[config.mk]
export PLATFORM = sky130hd
export DESIGN_NAME = asynch_if_rx_flat
export DESIGN_NICKNAME = d
export VERILOG_FILES = /design/src/rtl/asynch_if_rx_if.sv /design/src/rtl/asynch_if_rx.sv /design/src/flat_wrapper.sv
export SDC_FILE = /design/constraint.sdc
export NUM_CORES = 1
export LEC_CHECK = 0
export ABC_AREA = 1
export BUFFER_PORTS_ARGS = -buffer_cell sky130_fd_sc_hd__buf_2
export CORE_ASPECT_RATIO = 0.7
export CORE_MARGIN = 1.5
export CORE_UTILIZATION = 35
export CTS_CLUSTER_SIZE = 40
export DETAILED_ROUTE_END_ITERATION = 16
export SYNTH_ARGS = -nofsm -noshare
export SYNTH_HDL_FRONTEND = slang
export SYNTH_SLANG_ARGS = --single-unit
[constraint.sdc]
create_clock -name clk -period 5.4 [get_ports clk]
set_input_delay 1.08 -clock clk [delete_from_list [all_inputs] [get_ports clk]]
set_output_delay 1.08 -clock clk [all_outputs]
set_load 0.01 [all_outputs]
[src/rtl/asynch_if_rx_if.sv]
// asynch_if_rx_if: bundle of the asynchronous input pair, capture control and event-reader handshake
//
// Signals:
//   async_l, async_w  asynchronous interface bits (unsynchronised)
//   arm               enables event capture
//   rd_ready          reader accepts the head event
//   rd_valid          head event available
//   rd_data           head event {timestamp, w, l}
//   count             FIFO occupancy, 0..DEPTH
//   ovf               sticky overflow flag
//   clr_ovf           clears ovf
// Modports: master = receiver side (asynch_if_rx), slave = driver/reader side.
interface asynch_if_rx_if #(
    parameter int DEPTH = 4,
    parameter int TS_W  = 16
);
    logic                     async_l;
    logic                     async_w;
    logic                     arm;
    logic                     rd_ready;
    logic                     rd_valid;
    logic [TS_W+1:0]          rd_data;
    logic [$clog2(DEPTH):0]   count;
    logic                     ovf;
    logic                     clr_ovf;

    modport master (
        input  async_l, async_w, arm, rd_ready, clr_ovf,
        output rd_valid, rd_data, count, ovf
    );

    modport slave (
        output async_l, async_w, arm, rd_ready, clr_ovf,
        input  rd_valid, rd_data, count, ovf
    );
endinterface

[src/rtl/asynch_if_rx.sv]
// asynch_if_rx: synchronises the async {w,l} pair, logs every change as a timestamped event in a show-ahead FIFO
//
// Ports:
//   clk   single clock
//   rst   synchronous, active-high reset
//   bus   asynch_if_rx_if.master: async_l/async_w in, arm in, rd_ready/rd_valid/rd_data
//         reader handshake, count occupancy out, ovf sticky overflow out, clr_ovf in
// Optional: define ASYNCH_IF_RX_DEBOUNCE_EN to insert a per-bit stable-count filter
//           (DEBOUNCE cycles) between the synchroniser and the change detector.
module asynch_if_rx #(
    parameter int DEPTH       = 4,
    parameter int TS_W        = 16,
    parameter int SYNC_STAGES = 2,
    parameter int DEBOUNCE    = 3
) (
    input  logic            clk,
    input  logic            rst,
    asynch_if_rx_if.master  bus
);
    localparam int AW = $clog2(DEPTH);
    localparam int CW = AW + 1;
    localparam int DW = TS_W + 2;

    if ((DEPTH < 2) || ((DEPTH & (DEPTH - 1)) != 0)) begin : g_bad_depth
        $error("DEPTH must be a power of 2 and >= 2");
    end
    if (SYNC_STAGES < 2) begin : g_bad_sync
        $error("SYNC_STAGES must be >= 2");
    end
    if (DEBOUNCE < 1) begin : g_bad_debounce
        $error("DEBOUNCE must be >= 1");
    end

    typedef enum logic {IDLE, ARMED} state_t;

    logic [SYNC_STAGES-1:0] sync_l;
    logic [SYNC_STAGES-1:0] sync_w;
    logic [1:0]             s_raw;
    logic [1:0]             s;
    logic [1:0]             last;
    logic [TS_W-1:0]        ts;
    state_t                 state;
    logic [DW-1:0]          mem [DEPTH];
    logic [AW-1:0]          wr_ptr;
    logic [AW-1:0]          rd_ptr;
    logic [AW-1:0]          rd_ptr_n;
    logic [CW-1:0]          count;
    logic [CW-1:0]          count_n;
    logic                   rd_valid;
    logic [DW-1:0]          rd_data;
    logic [DW-1:0]          entry;
    logic                   ovf;
    logic                   change;
    logic                   pop;
    logic                   full;
    logic                   push;
    logic                   drop;

    always_ff @(posedge clk) begin
        if (rst) begin
            sync_l <= '0;
            sync_w <= '0;
        end else begin
            sync_l <= {sync_l[SYNC_STAGES-2:0], bus.async_l};
            sync_w <= {sync_w[SYNC_STAGES-2:0], bus.async_w};
        end
    end

    assign s_raw = {sync_w[SYNC_STAGES-1], sync_l[SYNC_STAGES-1]};

`ifdef ASYNCH_IF_RX_DEBOUNCE_EN
    localparam int DBW = $clog2(DEBOUNCE + 1);

    logic [1:0]     filt;
    logic [DBW-1:0] dcnt [2];

    // A bit is accepted once it has differed from the filtered value for DEBOUNCE consecutive cycles;
    // any return to the filtered value restarts the count.
    always_ff @(posedge clk) begin
        if (rst) begin
            filt <= '0;
            for (int i = 0; i < 2; i++) dcnt[i] <= '0;
        end else begin
            for (int i = 0; i < 2; i++) begin
                if (s_raw[i] == filt[i]) begin
                    dcnt[i] <= '0;
                end else if (dcnt[i] == DBW'(DEBOUNCE - 1)) begin
                    filt[i] <= s_raw[i];
                    dcnt[i] <= '0;
                end else begin
                    dcnt[i] <= dcnt[i] + 1'b1;
                end
            end
        end
    end

    assign s = filt;
`else
    assign s = s_raw;
`endif

    always_comb begin
        change   = (state == ARMED) && (s != last);
        pop      = rd_valid && bus.rd_ready;
        full     = count == CW'(DEPTH);
        push     = change && (!full || pop);
        drop     = change && full && !pop;
        rd_ptr_n = rd_ptr + AW'(pop);
        count_n  = count + CW'(push) - CW'(pop);
        entry    = {ts, s};
    end

    always_ff @(posedge clk) begin
        if (push) mem[wr_ptr] <= entry;
    end

    always_ff @(posedge clk) begin
        if (rst) begin
            state    <= IDLE;
            last     <= '0;
            ts       <= '0;
            wr_ptr   <= '0;
            rd_ptr   <= '0;
            count    <= '0;
            rd_valid <= 1'b0;
            rd_data  <= '0;
            ovf      <= 1'b0;
        end else begin
            state    <= bus.arm ? ARMED : IDLE;
            // IDLE tracks s every cycle; ARMED only differs from s when a change is logged,
            // so last follows s in both states (also on a dropped event).
            last     <= s;
            ts       <= ts + 1'b1;
            wr_ptr   <= wr_ptr + AW'(push);
            rd_ptr   <= rd_ptr_n;
            count    <= count_n;
            rd_valid <= count_n != '0;
            // Head is the entry being written when it lands at the new read pointer
            // (empty FIFO, or the last entry popped in the same cycle).
            if (count_n != '0) rd_data <= (push && (wr_ptr == rd_ptr_n)) ? entry : mem[rd_ptr_n];
            ovf      <= drop | (ovf & ~bus.clr_ovf);
        end
    end

    assign bus.rd_valid = rd_valid;
    assign bus.rd_data  = rd_data;
    assign bus.count    = count;
    assign bus.ovf      = ovf;
endmodule

[src/flat_wrapper.sv]
// flat-port wrapper written by rule: the top's interface ports become plain ports
module asynch_if_rx_flat 
#(
    parameter int DEPTH       = 4,
    parameter int TS_W        = 16,
    parameter int SYNC_STAGES = 2,
    parameter int DEBOUNCE    = 3
)
  (clk, rst, bus_async_l, bus_async_w, bus_arm, bus_rd_ready, bus_clr_ovf, bus_rd_valid, bus_rd_data, bus_count, bus_ovf);
  asynch_if_rx_if #(.DEPTH(DEPTH), .TS_W(TS_W)) bus_i ();
  input  logic clk;
  input  logic rst;
  input wire logic [$bits(bus_i.async_l)-1:0] bus_async_l;
  input wire logic [$bits(bus_i.async_w)-1:0] bus_async_w;
  input wire logic [$bits(bus_i.arm)-1:0] bus_arm;
  input wire logic [$bits(bus_i.rd_ready)-1:0] bus_rd_ready;
  input wire logic [$bits(bus_i.clr_ovf)-1:0] bus_clr_ovf;
  output wire logic [$bits(bus_i.rd_valid)-1:0] bus_rd_valid;
  output wire logic [$bits(bus_i.rd_data)-1:0] bus_rd_data;
  output wire logic [$bits(bus_i.count)-1:0] bus_count;
  output wire logic [$bits(bus_i.ovf)-1:0] bus_ovf;
  assign bus_i.async_l = bus_async_l;
  assign bus_i.async_w = bus_async_w;
  assign bus_i.arm = bus_arm;
  assign bus_i.rd_ready = bus_rd_ready;
  assign bus_i.clr_ovf = bus_clr_ovf;
  assign bus_rd_valid = bus_i.rd_valid;
  assign bus_rd_data = bus_i.rd_data;
  assign bus_count = bus_i.count;
  assign bus_ovf = bus_i.ovf;
  asynch_if_rx #(.DEPTH(DEPTH), .TS_W(TS_W), .SYNC_STAGES(SYNC_STAGES), .DEBOUNCE(DEBOUNCE)) u_core (.clk(clk), .rst(rst), .bus(bus_i));
endmodule
Yosys cells after proc, flatten, opt, wreduce, memory -nomap -nowiden
Memory sizes are Yosys's and may differ from the RTL's. A register that Yosys moved wholly into a read port is not among the register bits.
Cells that the tools add are included.
{"block": "word_totals", "reg_bits": 32, "mem_bits_rw": 72, "inputBits": 7, "output_inout_bits": 23, "wordCells": 33, "mem_count": 1}
{"block": "classes", "n_addsub": 5, "eq_ne": 2, "mux": 3, "bitwise": 3, "reduce_logical": 9}
{"memory": "u_core.mem", "depth": 4, "word_bits": 18, "rd": 1, "rd_clocked_by_memory_dff": 1, "wr": 1, "line": "asynch_if_rx.sv:43", "rtl": "logic [DW-1:0] mem [DEPTH];"}
{"cell": "16-bit by 1-bit adder with 16-bit output, second input constant", "n": 1}
{"cell": "1-bit logical AND", "n": 5}
{"cell": "2-bit by 1-bit adder with 2-bit output", "n": 2}
{"cell": "3-bit by 1-bit adder with 3-bit output", "n": 1}
{"cell": "3-bit == test, second input constant", "n": 1}
{"cell": "1-bit two-way mux", "n": 3}
{"cell": "3-bit nonzero test", "n": 1}
{"cell": "3-bit by 1-bit subtractor with 3-bit output", "n": 1}
{"cell": "1-bit logical NOT", "n": 2}
{"cell": "2-bit inequality test", "n": 1}
{"cell": "1-bit AND", "n": 1}
{"cell": "1-bit logical OR", "n": 1}
{"cell": "1-bit inverter", "n": 1}
{"cell": "1-bit OR", "n": 1}

Logic depth before layout (Yosys ltp)
Gate-level depths: netlist (run 1).
{"block": "depth", "ltp_word": 7, "depth_mapped": 18, "mapped_depth_nobuf": 16}

Worst setup path after synthesis (run 1)
No wires, ideal clock.
{"block": "synth_timing", "path_kind": "input to register", "from": "input bus_rd_ready", "to": "register u_core.rd_data[0], in the netlist u_core.bus.rd_data[0] (read register of u_core.mem)", "setup_time_ns": 0.113, "t_arrival_ns": 2.848, "setup_slack_ns": 2.438, "stages": 15, "path_buffers": 2, "path_cell_list": "nand2_1 > nand4_1 > inv_1 > nor2_1 > buf_6 > ha_1 > inv_1 > fa_1 > nand2_1 > nand3b_4 > nand2_2 > inv_4 > buf_6 > nand3_1 > nand2_1"}
{"block": "synth_between", "elab_chain_cells": 6, "word_cells_on_any_way": 7}
{"element": "from (decl)", "line": "flat_wrapper.sv:16", "rtl": "input wire logic [$bits(bus_i.rd_ready)-1:0] bus_rd_ready;"}
{"element": "1-bit logical AND *", "line": "asynch_if_rx.sv:104", "rtl": "pop = rd_valid && bus.rd_ready;"}
{"element": "1-bit logical OR", "line": "asynch_if_rx.sv:106", "rtl": "push = change && (!full || pop);"}
{"element": "1-bit logical AND", "line": "asynch_if_rx.sv:106"}
{"element": "3-bit by 1-bit adder with 3-bit output", "line": "asynch_if_rx.sv:109", "rtl": "count_n = count + CW'(push) - CW'(pop);"}
{"element": "3-bit by 1-bit subtractor with 3-bit output", "line": "asynch_if_rx.sv:109"}
{"element": "3-bit nonzero test", "line": "asynch_if_rx.sv:140", "rtl": "if (count_n != '0) rd_data <= (push && (wr_ptr == rd_ptr_n)) ? entry : mem[rd_ptr_n];"}
{"element": "to (decl)", "line": "asynch_if_rx.sv:50", "rtl": "logic [DW-1:0] rd_data;"}
Every way passes the cells marked *; elsewhere a longest branch is shown, timed or not.
A chain may end at the register's enable or synchronous reset.

Worst setup path in the final report (run 1)
{"block": "layout_timing", "from": "input bus_rd_ready", "to": "register u_core.rd_data[15], in the netlist u_core.bus.rd_data[15] (read register of u_core.mem)"}
Same word-level chain as after synthesis.

==> impl_metrics.csv, run 1 <==
group,metric,value,unit
clock_tree,cts_buffer_depth,2,
route,ant_nets,0,
cells_and_area,final_layout_size_suffix_gt1_share,16.6,%
setup_path,critPathMaxFanout,19,
timing,setup_violations,0,
route,drc_errors,0,
setup_path,max_stage_delay,420,ps
setup_path,required,5750,ps
cells_and_area,diodes,0,
worst_hold_path,whs_path_depth,2,
clock_tree,cts_root_buf,"clkbuf_16",
setup_path,worstRegToRegCells,14,
pwr,power_density,501,nW/µm²
timing,rsz0062_at_grt,"false",
setup_path,start_kind,"primary input",
timing,min_period_over_period,49.2,%
clock_tree,clkTransAtPathRegs,60,ps
setup_path,slowest_stage,"fa_1",
timing,final.min_clock_period,2660,ps
clock_tree,htree_levels,4,
setup_path,crit_arrival,3010,ps
route,wl_per_cell,14.5,µm
cells_and_area,post-route-util,42.8,%
floorplanning,num_rows,36,
clock_tree,clock_latency,410,ps
pwr,leakagePower,2.42,nW
job,cap_violations,0,
global_routing,grt_pass1_wl,18100,µm
logic_synthesis,synth_warnings,0,
route,drt-vias-per-instance,4.75,
setup_path,critical_path.endpoint_type,"flip-flop",
clock_tree,clock-sinks,122,
worst_hold_path,hold_path.class,"reg2reg",
floorplanning,fp.dieArea,15500,µm²
global_routing,grt_max_degree,38,
place,dpl.hpwl,6880,µm
timing,hold_viol_final,0,
timing,finalClockSkew,9.91,ps
timing,slew_headroom,51.6,%
cells_and_area,nets,580,
global_routing,overflow,0,
outcome,status,"finished, final reports clean",
timing,tns,0,ps
logic_synthesis,synth_cell_types,34,
logic_synthesis,avgSynthCellArea,9.70,µm²
global_routing,grt_pass1_vias,3509,
clock_tree,cts_tree,"built",
cells_and_area,syn_to_final_growth,17.2,%
clock_tree,cts_hold_buf,0,
logic_synthesis,ys_ff_latch,122,
place,io_buffers,29,
pwr,peakVddDrop,0.285,mV
clock_tree,post_cts_resized,0,
timing,fmax,0.376,GHz
route,first_pass_iters,5,
logic_synthesis,synth_nets,545,
clock_tree,cts_buffers,17,
timing,finalMaxSlewViolations,0,
logic_synthesis,syn-cell-area,5160,µm²
timing,tightest_slew,723,ps
floorplanning,core,14100,µm²
clock_tree,post-cts-setup-buffers,0,
place,numPlacedInstances,738,
floorplanning,die_w,148,µm
logic_synthesis,synth_seq_area_share,61.3,%
logic_synthesis,synth_edf_count,72,
place,gp_congestion,0.774,
route,routed_wl,11200,µm
timing,holdWs,405,ps
setup_path,cp_cell_sequence,"buf_2 -> nand2_1 -> inv_1 -> ha_1 -> inv_1 -> ha_1 -> inv_1 -> fa_1 -> nand2_1 -> nand3b_4 -> nand2_2 -> inv_4 -> nand3_1 -> nand2_1",
route,drt-initial-drc-count,228,
logic_synthesis,ys.flop_type,"edfxtp_1",
route,vias,3654,
cells_and_area,fin_cells,770,
global_routing,antenna_found_initial,0,
global_routing,grtUsageTotal,15.4,%
cells_and_area,num-fill-cells,1395,
setup_path,critical_path_class,"in2reg",
floorplanning,initial_core_util,36.5,%
logic_synthesis,syn_inst,532,
floorplanning,pin_count,30,
floorplanning,die_height,105,µm
logic_synthesis,ys_async_sr_fraction,0,%
## area by class of cell
| cell class | count | area [µm²] | area share (%) |
|---|---|---|---|
| Clock buffer | 20 | 447 | 7.39 |
| Clock inverter | 12 | 174 | 2.88 |
| Inverter | 51 | 199 | 3.29 |
| Multi-Input combinational cell | 339 | 1630 | 27.0 |
| Sequential cell | 122 | 3160 | 52.3 |
| Tap cell | 190 | 238 | 3.93 |
| Timing Repair Buffer | 36 | 198 | 3.27 |
## per-layer routing
layer	vias up	part of all wire, %	global-route usage, %
li1	1848	-	-
met2	95	42	21.7
met5	-	0	0
met4	0	1.3	5.52
met3	14	5.7	4.32
met1	1697	51	22.4
## sequential cells by signal (all words and copies together), names as in the netlist
register and flops:
u_core.bus.count 3, u_core.bus.ovf 1, u_core.bus.rd_data 18, u_core.bus.rd_valid 1, u_core.last 2, u_core.mem 72, u_core.rd_ptr 2, u_core.state 1
u_core.sync_l 2, u_core.sync_w 2, u_core.ts 16, u_core.wr_ptr 2
## cells in the final DEF (no fill, tap or decap), drive strengths merged, types with 2 or more instances in the layout
master,count
a21oi,9
buf,36
bufinv,4
clkbuf,20
clkinv,4
clkinvlp,4
dfxtp,50
edfxtp,72
ha,5
inv,51
nand2,124
nand3,48
nand4,2
nor2,69
nor3,10
o21ai,63
xnor2,2
## cell usage after synthesis (all sizes together), types with 2 or more instances
cell    number  share of area, %
clkbuf       3              0.24
nor2        69               5.8
xnor2        2              0.49
nor3        10              0.97
nand2      124               9.3
inv         51               3.9
a21oi        9              0.87
nand4        2              0.24
o21ai       63               6.1
nand3       48               5.1
ha           5               1.2
dfxtp       50                19
buf         17               3.0
edfxtp      72                42
## kinds of logic after synthesis
group | synth area share (%)
AOI/OAI and AO/OA | 7.25
xor gates and xnor gates | 0.485
adders and majority gates | 1.60
buffers and inverters | 7.10
DFF | 61.3
and+or+nand+nor | 22.3
## final timing paths
path	end	start	slack, ps
worst max-delay path	u_core.bus.rd_data[15]	bus_rd_ready	2740
worst min-delay path	u_core.sync_l[1]	u_core.sync_l[0]	410
worst max register to register	u_core.bus.rd_data[7]	u_core.sync_w[1]	3060
worst min register to register	u_core.sync_l[1]	u_core.sync_l[0]	410
## metrics by stage
stage                     total power [mW]  instance area [µm²]  setup WS, ps
after detailed placement              1.87                 5430          2310
final                                 3.03                 6050          2740
after floorplan                       1.72                 5160          2440
after CTS                             3.06                 6050          2720
after global placement                1.86                 5430          2350
after global routing                  3.20                 6050          2510
## where the power goes
part | switching, mW | internal (mW) | leakage, nW
clock network | 0.398 | 0.782 | 0.292
registers | 0.0495 | 1.06 | 1.08
logic | 0.501 | 0.242 | 1.05
## worst max-delay path: cells and delay by family
kind | cells | cell delay, ps
adders and majority gates | 3 | 850
and+or+nand+nor | 6 | 600
buffers and inverters | 5 | 460
No activity file was read; power rests on OpenSTA's default activity.
==> run 2: changes to the inputs <==
Clock period 5.4 ns to 2.4 ns, I/O delays scaled along.
==> impl_metrics.csv, run 2 (synthesized netlist as in run 1, its figures left out) <==
group,metric,value,unit
outcome,status,"finished, final reports clean",
global_routing,grt_pass1_wl,19400,µm
floorplanning,core,14100,µm²
global_routing,grt_max_degree,38,
route,first_pass_iters,5,
setup_path,critical_path.endpoint_type,"flip-flop",
pwr,p_switching,2.27,mW
floorplanning,initial_core_util,36.5,%
global_routing,grt_pass1_vias,3599,
setup_path,required,2750,ps
timing,fmax,0.445,GHz
clock_tree,clock-sinks,122,
setup_path,crit_start,"u_core.sync_w[1]",
route,ant_nets,0,
pwr,power_density,1110,nW/µm²
setup_path,rrSetupSlack,150,ps
cells_and_area,diodes,0,
place,gp_congestion,0.816,
clock_tree,clkTransAtPathRegs,60,ps
cells_and_area,fin_cells,787,
pwr,p_sw_share,32.7,%
setup_path,r2r-end,"u_core.bus.rd_data[3]",
clock_tree,clock_latency,410,ps
setup_path,worstRegToRegCells,15,
cells_and_area,layout_commonest_cell,"nand2_1",
clock_tree,cts_buffer_depth,2,
pwr,p_int,4.68,mW
cells_and_area,largest_register_ffs,72,
route,drt-initial-drc-count,261,
setup_path,crit_arrival,2600,ps
setup_path,slowest_stage,"fa_1",
cells_and_area,final_layout_size_suffix_gt1_share,20.4,%
worst_hold_path,whs_path_depth,3,
setup_path,r2r_start,"u_core.sync_w[1]",
timing,tightest_slew,399,ps
floorplanning,pin_count,30,
floorplanning,num_rows,36,
cells_and_area,top_register,"u_core.mem",
pwr,combPwrFrac,27.9,%
timing,min_period_over_period,93.7,%
setup_path,critPathMaxFanout,14,
timing,setup_violations,0,
setup_path,cp_common_cell,"nand2_1",
floorplanning,fp.dieArea,15500,µm²
floorplanning,die_height,105,µm
timing,slew_headroom,73.4,%
route,drc_errors,0,
worst_hold_path,hold_path.class,"in2reg",
pwr,fin_total_pwr,6.94,mW
floorplanning,die_w,148,µm
route,drt-vias-per-instance,4.76,
timing,holdWs,268,ps
pwr,power_frac_clock,36.2,%
pwr,peakVddDrop,0.503,mV
pwr,pwr-share-seq,36.0,%
timing,tns,0,ps
cells_and_area,nets,597,
clock_tree,cts_buffers,17,
setup_path,worstSetupEndpoint,"u_core.bus.rd_data[3]",
setup_path,cp_top_family,"simple AND/OR/NAND/NOR gates",
timing,final.min_clock_period,2250,ps
setup_path,cp.depth,15,
route,routed_wl,11700,µm
cells_and_area,post-route-util,44.1,%
route,vias,3745,
global_routing,grtUsageTotal,16.6,%
setup_path,cp_cell_sequence,"inv_2 -> nand2_1 -> nand2_1 -> nand2_2 -> nand2_1 -> nor2_2 -> ha_2 -> inv_1 -> fa_1 -> nand2_1 -> nand3b_4 -> nor2_8 -> buf_12 -> nand2_1 -> nand2_1",
setup_path,critical_path_class,"reg2reg",
timing,rsz0062_at_grt,"true",
route,wl_per_cell,14.9,µm
clock_tree,cts_root_buf,"clkbuf_16",
global_routing,antenna_found_initial,0,
setup_path,max_stage_delay,500,ps
global_routing,overflow,0,
pwr,leakagePower,2.52,nW
place,dpl.hpwl,7670,µm
cells_and_area,layout_common_cells,"nand2_1 (118), edfxtp_1 (72), nor2_1 (63), dfxtp_1 (46), nand3_1 (42)",
setup_path,start_kind,"flip-flop",
place,io_buffers,29,
timing,finalClockSkew,7.27,ps
place,numPlacedInstances,754,
job,cap_violations,0,
timing,finalMaxSlewViolations,0,
setup_path,critPathBufInv,3,
cells_and_area,largestRegisters,"u_core.mem (72), u_core.bus.rd_data (18), u_core.ts (16)",
cells_and_area,syn_to_final_growth,20.8,%
timing,hold_viol_final,0,
clock_tree,cts_tree,"built",
clock_tree,htree_levels,4,
==> run 2: changes by cell type in the layout (fill, tap and decap cells not counted), sizes merged <==
cell	previous run	this run
clkinv	4	7
inv	51	52
clkbuf	20	18
bufinv	4	2
buf	36	53
==> run 2: worst min path at each step <==
stage	from	end
floorplan	u_core.sync_l[0]	u_core.sync_l[1]
global placement	u_core.sync_l[0]	u_core.sync_l[1]
detailed placement	u_core.sync_w[0]	u_core.sync_w[1]
CTS	bus_async_l	u_core.sync_l[0]
global route	bus_arm	u_core.state
finish	bus_async_w	u_core.sync_w[0]
==> run 2: worst reg2reg max path: stages (launching register included) <==
cell and delay, ps:
dfxtp_2 340, inv_2 40, nand2_1 50, nand2_1 60
nand2_2 100, nand2_1 70, nor2_2 140, ha_2 180
inv_1 40, fa_1 500, nand2_1 70, nand3b_4 200
nor2_8 120, buf_12 150, nand2_1 70, nand2_1 70
==> run 2: layout make-up <==
type                       count  area [µm²]
clock buffer                  18         439
clock inverter                14         149
fill                        1364        7910
inverter                      51         204
multi-input combinational    339        1650
sequential                   122        3170
tap                          190         238
timing repair buffer          53         388
==> run 2: timing repair <==
action	CTS	global route
setup endpoints to repair	0	18
hold buffers	0	0
resized for setup	0	10
endpoints found under the hold margin	0	0
buffers inserted	0	1
==> run 2: stage by stage <==
step	cell area, µm²	worst slack [ps]
floorplan	5160	38.4
global placement	5610	15.1
detailed placement	5610	-87.6
CTS	6200	82.5
global route	6230	-21.7
finish	6230	151
==> run 2: power by group through the flow <==
stage / logic (mW) / registers (mW) / clock network [mW]
5_1_grt: 2.18 / 2.52 / 2.66
6_report: 1.93 / 2.50 / 2.51
3_5_place_dp: 1.92 / 2.54 / 0
3_3_place_gp: 1.87 / 2.54 / 0
4_1_cts: 1.93 / 2.50 / 2.56
2_1_floorplan: 1.31 / 2.56 / 0
==> run 2: layer usage <==
layer / up-vias / global-route usage, % / wire length, µm
li1: 1879 / - / -
met1: 1754 / 23.8 / 5820
met2: 98 / 23.6 / 5100
met3: 14 / 4.63 / 651
met4: 0 / 6.29 / 176
met5: - / 0 / 0
